[src/rtl/parking_lot_ctrl.sv]
// Parking lot controller: validates park/pick requests against per-spot size
// class and occupancy, tracks elapsed ticks per spot and reports a fare on pick.
module parking_lot_ctrl #(
  parameter int unsigned           N_SPOTS  = 9,
  parameter logic [2*N_SPOTS-1:0]  SIZE_MAP = {2'd2, 2'd1, 2'd1, {6{2'd0}}},
  parameter int unsigned           TIME_W   = 9,
  parameter int unsigned           RATE     = 1
) (
  input  logic                 clock,
  input  logic                 resetn,
  input  logic                 tick,
  input  logic                 req_valid,
  output logic                 req_ready,
  input  logic                 req_park,
  input  logic [3:0]           req_spot,
  input  logic [1:0]           req_size,
  output logic                 resp_valid,
  output logic [2:0]           resp_code,
  output logic [TIME_W+7:0]    resp_fare,
  output logic [N_SPOTS-1:0]   occupied,
  output logic [4:0]           free_count,
  output logic                 lot_full
);

  localparam int unsigned FW = TIME_W + 8;
  localparam int unsigned PW = TIME_W + 32;

  typedef enum logic [1:0] {IDLE, CHECK, DONE} state_e;
  typedef enum logic [2:0] {
    RC_OK       = 3'd0,
    RC_OCCUPIED = 3'd1,
    RC_EMPTY    = 3'd2,
    RC_NOFIT    = 3'd3,
    RC_BADSPOT  = 3'd4
  } code_e;

  state_e              state, state_next;
  logic                cap_park;
  logic [3:0]          cap_spot;
  logic [1:0]          cap_size;
  logic [TIME_W-1:0]   now;
  logic [TIME_W-1:0]   start_time [N_SPOTS];
  logic [N_SPOTS-1:0]  occ;

  logic                sel_occ;
  logic [1:0]          sel_class;
  logic [TIME_W-1:0]   sel_start;
  logic                in_range;
  code_e               code;
  logic [TIME_W-1:0]   elapsed;
  logic [PW-1:0]       product;
  logic [FW-1:0]       fare;
  logic [4:0]          free_cnt;

  // FSM: state register
  always_ff @(posedge clock) begin
    if (!resetn) state <= IDLE;
    else         state <= state_next;
  end

  // FSM: next state
  always_comb begin
    state_next = state;
    unique case (state)
      IDLE:    if (req_valid) state_next = CHECK;
      CHECK:   state_next = DONE;
      DONE:    state_next = IDLE;
      default: state_next = IDLE;
    endcase
  end

  // FSM: outputs
  always_comb begin
    req_ready  = (state == IDLE);
    resp_valid = (state == DONE);
  end

  // Spot lookup done by comparison so out-of-range indices never address the arrays
  always_comb begin
    sel_occ   = 1'b0;
    sel_class = '0;
    sel_start = '0;
    for (int unsigned i = 0; i < N_SPOTS; i++) begin
      if (32'(cap_spot) == i) begin
        sel_occ   = occ[i];
        sel_class = SIZE_MAP[2*i +: 2];
        sel_start = start_time[i];
      end
    end
  end

  always_comb begin
    in_range = (32'(cap_spot) < N_SPOTS);
    if (!in_range)                                   code = RC_BADSPOT;
    else if (cap_park && sel_occ)                    code = RC_OCCUPIED;
    else if (cap_park && (cap_size == 2'd3 || cap_size > sel_class))
                                                     code = RC_NOFIT;
    else if (!cap_park && !sel_occ)                  code = RC_EMPTY;
    else                                             code = RC_OK;
  end

  always_comb begin
    elapsed = now - sel_start;
    product = PW'(elapsed) * PW'(RATE);
    fare    = (|product[PW-1:FW]) ? '1 : product[FW-1:0];
  end

  always_ff @(posedge clock) begin
    if (!resetn) begin
      now       <= '0;
      occ       <= '0;
      resp_code <= '0;
      resp_fare <= '0;
      cap_park  <= 1'b0;
      cap_spot  <= '0;
      cap_size  <= '0;
      for (int unsigned i = 0; i < N_SPOTS; i++) start_time[i] <= '0;
    end else begin
      if (tick) now <= now + TIME_W'(1);
      if (state == IDLE && req_valid) begin
        cap_park <= req_park;
        cap_spot <= req_spot;
        cap_size <= req_size;
      end
      // Commit uses the pre-increment value of now even when tick coincides
      if (state == CHECK) begin
        resp_code <= code;
        resp_fare <= (code == RC_OK && !cap_park) ? fare : '0;
        if (code == RC_OK) begin
          for (int unsigned i = 0; i < N_SPOTS; i++) begin
            if (32'(cap_spot) == i) begin
              occ[i] <= cap_park;
              if (cap_park) start_time[i] <= now;
            end
          end
        end
      end
    end
  end

  always_comb begin
    free_cnt = '0;
    for (int unsigned i = 0; i < N_SPOTS; i++) begin
      if (!occ[i]) free_cnt = free_cnt + 5'd1;
    end
  end

  assign occupied   = occ;
  assign free_count = free_cnt;
  assign lot_full   = (free_cnt == 5'd0);

endmodule

[config.mk]
export PLATFORM = sky130hd
export DESIGN_NAME = parking_lot_ctrl
export DESIGN_NICKNAME = d
export VERILOG_FILES = /design/src/rtl/parking_lot_ctrl.sv
export SDC_FILE = /design/constraint.sdc
export NUM_CORES = 1
export LEC_CHECK = 0
export ABC_AREA = 1
export CORE_ASPECT_RATIO = 1.25
export CORE_MARGIN = 1
export CORE_UTILIZATION = 35
export DETAILED_ROUTE_END_ITERATION = 8
export PLACE_DENSITY_LB_ADDON = 0.12
export SYNTH_ARGS = -nofsm -noshare
export SYNTH_HDL_FRONTEND = slang
export SYNTH_SLANG_ARGS = --single-unit
export TNS_END_PERCENT = 10
[constraint.sdc]
create_clock -name clock -period 7.05 [get_ports clock]
set_clock_uncertainty 0.15 [all_clocks]
set_input_delay 1.41 -clock clock [delete_from_list [all_inputs] [get_ports clock]]
set_output_delay 1.41 -clock clock [all_outputs]
set_load 0.005 [all_outputs]
==> Word level (Yosys, flattened, before mapping) <==
Memories as Yosys holds them, arrays and structs flattened.
Cells that the tools add are included.
{ "word_totals": {"input_bits": 11, "mem_bits_rw": 81, "elab_cells": 164, "regBits": 47, "output_inout_bits": 37, "n_memories": 1} }
{ "memory_table": {"columns": ["memory", "depth", "width", "read_ports", "rd_clocked_by_memory_dff", "write_ports", "line_no", "source"], "rows": [
  ["start_time", 9, 9, 9, 0, 9, "42", "logic [TIME_W-1:0] start_time [N_SPOTS];"]
]} }
{ "op_classes": {"n_lt_le_gt_ge": 2, "bitwise_logic": 9, "n_reduce_logical": 21, "n_eq_ne": 12, "mux": 93, "addsub": 10} }
{ "ops": {"columns": ["cell", "n"], "rows": [
  ["9-bit 2-to-1 mux", 19],
  ["1-bit 2-to-1 mux", 58],
  ["5-bit by 1-bit adder with 5-bit output, second input constant", 8],
  ["5-bit 2-to-1 mux", 8],
  ["3-bit AND reduction", 9],
  ["4-bit by 3-bit equality test with 1-bit output, second input constant", 4],
  ["2-bit 2-to-1 mux", 6],
  ["9-bit by 1-bit adder with 9-bit output, second input constant", 1],
  ["1-bit bitwise OR", 9],
  ["9-bit subtractor", 1],
  ["4-bit by 2-bit equality test with 1-bit output, second input constant", 2],
  ["1-bit logical AND", 5],
  ["5-bit logical NOT", 1],
  ["2-bit equality test, second input constant", 2],
  ["4-bit by 1-bit equality test with 1-bit output, second input constant", 1],
  ["4-bit equality test, second input constant", 1],
  ["4-bit logical NOT", 1],
  ["4-bit less-than comparator, second input constant", 1],
  ["2-bit one-hot mux with 2 select lines", 1],
  ["3-bit logical NOT", 1],
  ["3-bit 2-to-1 mux", 1],
  ["2-bit by 1-bit equality test with 1-bit output, second input constant", 1],
  ["2-bit > comparator", 1],
  ["1-bit logical NOT", 2],
  ["other kinds (3)", 3]
]} }

==> Longest topological paths before layout <==
{ "logic_depth": {"word_depth": 22, "mapped_depth": 32, "ltp_nobuf": 32} }

==> Worst setup path before layout <==
No wires, ideal clock.
{ "synth_path": {"path_type": "register to output", "start": "register occ[0], in the netlist occupied[0]", "end": "output port lot_full", "arrival_ps": 4506, "slack_ps": 984, "path_buffers": 0, "stages_incl_launch_ff": 32, "required_ps": 5490, "path_cell_list": "dfxtp_1 inv_1 ha_1 inv_1 nand2_1 nand2_1 inv_2 ha_1 nand2_1 nand2_1 ha_1 nand2_1 a21boi_1 inv_1 ha_1 or2_2 nand2_1 inv_1 ha_1 or2_2 nand2_1 inv_1 ha_1 nand2_1 o21ai_1 ha_1 nor2_1 o21bai_1 nand2_1 nor2_1 nand2_1 nor2_1"} }
{ "synth_via": {"elab_chain_cells": 18} }
{ "synth_rtl": {"columns": ["item", "line_no", "source"], "rows": [
  ["start: declaration", "43", "logic [N_SPOTS-1:0] occ;"],
  ["start signal: indexed assignment", "132", "occ[i] <= cap_park;"],
  ["1-bit 2-to-1 mux *", "144", "if (!occ[i]) free_cnt = free_cnt + 5'd1;"],
  ["5-bit by 1-bit adder with 5-bit output", "144", null],
  ["5-bit 2-to-1 mux *", "144", null],
  ["5-bit by 1-bit adder with 5-bit output", "144", null],
  ["5-bit 2-to-1 mux *", "144", null],
  ["5-bit by 1-bit adder with 5-bit output", "144", null],
  ["5-bit 2-to-1 mux *", "144", null],
  ["5-bit by 1-bit adder with 5-bit output", "144", null],
  ["[2 not listed]", null, null],
  ["5-bit 2-to-1 mux *", "144", null],
  ["5-bit by 1-bit adder with 5-bit output", "144", null],
  ["5-bit 2-to-1 mux *", "144", null],
  ["5-bit by 1-bit adder with 5-bit output", "144", null],
  ["5-bit 2-to-1 mux *", "144", null],
  ["5-bit by 1-bit adder with 5-bit output", "144", null],
  ["5-bit 2-to-1 mux *", "144", null],
  ["5-bit logical NOT *", "150", "assign lot_full = (free_cnt == 5'd0);"],
  ["end: declaration", "22", "output logic lot_full"]
]} }
Mark *: on every way between the ends. The rest lies on a longest branch, timed or not.

==> Final worst setup path <==
{ "layout_path": {"start": "register occ[0], in the netlist occupied[0]", "end": "output port free_count[4]"} }
{ "layout_via": {"elab_chain_cells": 17} }
{ "layout_rtl": {"columns": ["item", "line_no", "source"], "rows": [
  ["1-bit 2-to-1 mux *", "144", null],
  ["5-bit by 1-bit adder with 5-bit output", "144", null],
  ["5-bit 2-to-1 mux *", "144", null],
  ["5-bit by 1-bit adder with 5-bit output", "144", null],
  ["5-bit 2-to-1 mux *", "144", null],
  ["5-bit by 1-bit adder with 5-bit output", "144", null],
  ["5-bit 2-to-1 mux *", "144", null],
  ["5-bit by 1-bit adder with 5-bit output", "144", null],
  ["5-bit 2-to-1 mux *", "144", null],
  ["5-bit by 1-bit adder with 5-bit output", "144", null],
  ["5-bit 2-to-1 mux *", "144", null],
  ["5-bit by 1-bit adder with 5-bit output", "144", null],
  ["5-bit 2-to-1 mux *", "144", null],
  ["5-bit by 1-bit adder with 5-bit output", "144", null],
  ["5-bit 2-to-1 mux *", "144", null],
  ["5-bit by 1-bit adder with 5-bit output", "144", null],
  ["5-bit 2-to-1 mux *", "144", null],
  ["end: declaration", "21", "output logic [4:0] free_count,"]
]} }
Marks and branches as above.

==> run summary <==
WP buf/inv - 7
Placed wire-length estimate - 9.91 mm
Crit path required time - 5.49 ns
Worst vdd ir - 0.000174 V
Clk root buf - clkbuf_16
Clock Pin Slew Worst Setup and Hold Paths - 0.07 ns
Layout Nets - 718
Post-synthesis sequential area ratio - 54.8%
CP startpoint kind - flip-flop
Vias in the first global route - 4,488
Post-synthesis adder-cell area fraction - 4.40%
Initial Util - 36.0%
Hold Violations, Final - 0
M1 WL - 5.62 mm
Arr. time, crit path - 5.16 ns
Top-level port count - 48
Crit-path leading delay family - adder cells
Slew Viols, Final - 0
CP peak stage delay - 0.49 ns
Number of synthesized flops with an enable pin - 81
GR Util All Layers - 16.6%
Crit Path Max Fanout - 4
Metal2 WL - 7.42 mm
TritonCTS sink count - 120
Area grow syn2layout - 21.1%
Simple-gate share of the synthesized area - 23.0%
Ys Warns - 0
Number of hold buffers added after CTS - 0
Global-route wire length before repair - 22.1 mm
Die Area - 17,300 um^2
Mean Syn Cell Area - 9.11 um^2
Peak Freq - 149 MHz
Drt wl/cell - 14.7 um
Via count - 4,423
N_diodes - 0
Core area - 16,300 um^2
Via-to-Cell Ratio - 4.83
Die Wd - 118 um
Largest family of logic cells by synthesized area - simple AND/OR/NAND/NOR gates
Share of cells above drive strength 1 - 10.7%
DR top layer - met4
Tightest Pin Transition - 0.922 ns
Pleak - 0.00298 uW
Pre-CTS setup slack - 0.0962 ns
Status - finished, final reports clean
Total length of routed met3 wires - 237 um
CTS tree - done
Drt drc - 0
GRT Residual Overflow - 0
Final Cycle Share - 95.4%
RSZ-0062 raised after global routing - true
Mapped Cells - 643
Cell Pwr Density - 257 nW/um^2
Clk buf depth - 2
Post-Synthesis Cell Area - 5860 um^2
Iter 0 DRT Violations - 162
Slew HR - 38.3%
HP Class - flip-flop to flip-flop
I/O Buffers - 39
Setup TNS - 0 ns
Largest net degree at the start of global routing - 45
Worst-case hold slack - 0.326 ns
#FFs+latches synth - 120
Tmin final - 6.72 ns
Core Rows - 52
Worst setup margin - 0.325 ns
Synth Area in XOR/XNOR - 0.748%
Top FF cell, synth - edfxtp_1
Latest clock arrival within the worst-skew pair - 0.42 ns
Unique masters post-synth - 49
Slowest-stage cell, CP - clkdlybuf4s50_1
Die height - 147 um
Multiplexer share of the synthesized area - 0%
Drt total wl - 13.5 mm
MaxCap Viol Count - 0
Placer Congestion - 0.830
Initial antenna violation count - 0
CTS HTree Levels - 4
Final Core Density - 43.6%
CTS buffer count - 17
Synth async-reset ratio - 0%
Critical Path End Type - output port
Initial DRT Pass Iterations - 4
Antenna-violating nets left - 0
WS Path Type - flip-flop to output port
Synth Area in Compound Gates - 9.68%
Final setup fails - 0
[per-layer routing]
layer | GRT usage [%] | vias to the layer above
li1 | - | 2264
met1 | 18.5 | 2098
met2 | 30.1 | 48
met3 | 3.71 | 13
met4 | 6.86 | 0
met5 | 0 | -
[synth_stat cells (2+ instances only)]
| cell | count | area (um^2) |
|---|---|---|
| o211ai_1 | 4 | 30.0 |
| o21bai_1 | 2 | 15.0 |
| xnor2_1 | 5 | 43.8 |
| ha_1 | 19 | 238 |
| a21oi_1 | 32 | 160 |
| a22o_1 | 4 | 35.0 |
| o41ai_1 | 4 | 35.0 |
| clkbuf_1 | 15 | 56.3 |
| nor2_1 | 39 | 146 |
| a221oi_1 | 7 | 61.3 |
| inv_1 | 69 | 259 |
| o21ai_0 | 22 | 110 |
| nand2_1 | 170 | 638 |
| nand3b_1 | 3 | 22.5 |
| edfxtp_1 | 81 | 2430 |
| dfxtp_1 | 39 | 781 |
| or2_2 | 5 | 31.3 |
| a211oi_1 | 2 | 15.0 |
| o21ai_1 | 2 | 10.0 |
| nand4_1 | 9 | 56.3 |
| nor2_4 | 2 | 22.5 |
| nand3_2 | 2 | 20.0 |
| nand2_2 | 4 | 25.0 |
| buf_4 | 8 | 60.1 |
| o2111a_1 | 2 | 22.5 |
| inv_2 | 4 | 15.0 |
| nor2_2 | 3 | 18.8 |
| nor3_1 | 9 | 45.0 |
| nand3_1 | 56 | 280 |
[sequential cells by signal (all words and copies together), names as in the netlist]
| signal | count |
|---|---|
| resp_code | 3 |
| cap_size | 2 |
| cap_park | 1 |
| now | 9 |
| cap_spot | 4 |
| resp_fare | 9 |
| start_time | 81 |
| state | 2 |
| occupied | 9 |
[cell type report]
| type | instances | area, um^2 |
|---|---|---|
| flip-flops and latches | 120 | 3220 |
| repair buffers | 44 | 425 |
| clock inverters | 15 | 174 |
| inverters | 75 | 287 |
| fillers | 1589 | 9170 |
| well taps | 216 | 270 |
| clock buffers | 17 | 425 |
| multi-input cells | 429 | 2300 |
[metrics by stage]
| stage | power (uW) | instance area (um^2) | instances |
|---|---|---|---|
| 2_1_floorplan | 928 | 5880 | 650 |
| 3_3_place_gp | 982 | 6430 | 882 |
| 3_5_place_dp | 984 | 6430 | 882 |
| 4_1_cts | 1840 | 7080 | 916 |
| 5_1_grt | 1890 | 7090 | 916 |
| 6_report | 1820 | 7090 | 916 |
[cells in the final DEF, fill, tap and decap left out, types with 2 or more instances in the layout]
| cell | n |
|---|---|
| a211oi_1 | 2 |
| a21oi_1 | 32 |
| a221oi_1 | 7 |
| a22o_1 | 4 |
| buf_4 | 5 |
| clkbuf_16 | 17 |
| clkdlybuf4s50_1 | 37 |
| clkinv_4 | 2 |
| clkinv_8 | 4 |
| conb_1 | 8 |
| dfxtp_1 | 37 |
| dfxtp_2 | 2 |
| edfxtp_1 | 81 |
| ha_1 | 18 |
| inv_1 | 69 |
| inv_2 | 4 |
| inv_6 | 5 |
| inv_8 | 5 |
| nand2_1 | 164 |
| nand2_2 | 10 |
| nand3_1 | 56 |
| nand3_2 | 2 |
| nand3b_1 | 3 |
| nand4_1 | 9 |
| nor2_1 | 38 |
| nor2_2 | 4 |
| nor2_4 | 2 |
| nor3_1 | 9 |
| o2111a_1 | 2 |
| o211ai_1 | 4 |
| o21ai_0 | 22 |
| o21ai_2 | 2 |
| o41ai_1 | 4 |
| or2_2 | 5 |
| xnor2_1 | 5 |
[cell families (layout without fill, tap and decap cells)]
logic type                 count (synthesis)  in the layout
other                                      1              8
DFF                                      120            120
adders and majority gates                 20             20
and+or+nand+nor                          306            306
xor gates and xnor gates                   5              5
AOI/OAI and AO/OA                         90             90
buffers and inverters                    101            151
[worst paths after layout]
check,end,depth (start not counted),slack (ns),from
setup reg to reg,resp_fare[8],23,2.92,cap_spot[3]
setup / recovery,free_count[4],31,0.33,occupied[0]
hold / removal,resp_fare[4],2,0.33,resp_fare[4]
hold reg to reg,resp_fare[4],2,0.33,resp_fare[4]
[timing repair]
item	CTS	global route
resized for setup	8	10
setup buffers	2	0
endpoints found under the setup margin	3	5
pin swaps	0	3
endpoints found under the hold margin	0	0
[worst reg2reg max path, delay by kind of cell (launching register included)]
family | cells | cell delay, ns
AO/OA/AOI/OAI | 7 | 1.02
buffers and inverters | 2 | 0.14
flip-flops | 1 | 0.38
adder cells (fa/ha/maj) | 2 | 0.48
AND/OR/NAND/NOR | 12 | 1.83
[power by group]
| group | total [uW] | internal (uW) | switching, uW |
|---|---|---|---|
| combinational | 185 | 68.2 | 117 |
| sequential | 782 | 772 | 10.3 |
| clock | 852 | 478 | 374 |
| total | 1820 | 1320 | 502 |
(Power assumes the default switching activity.)
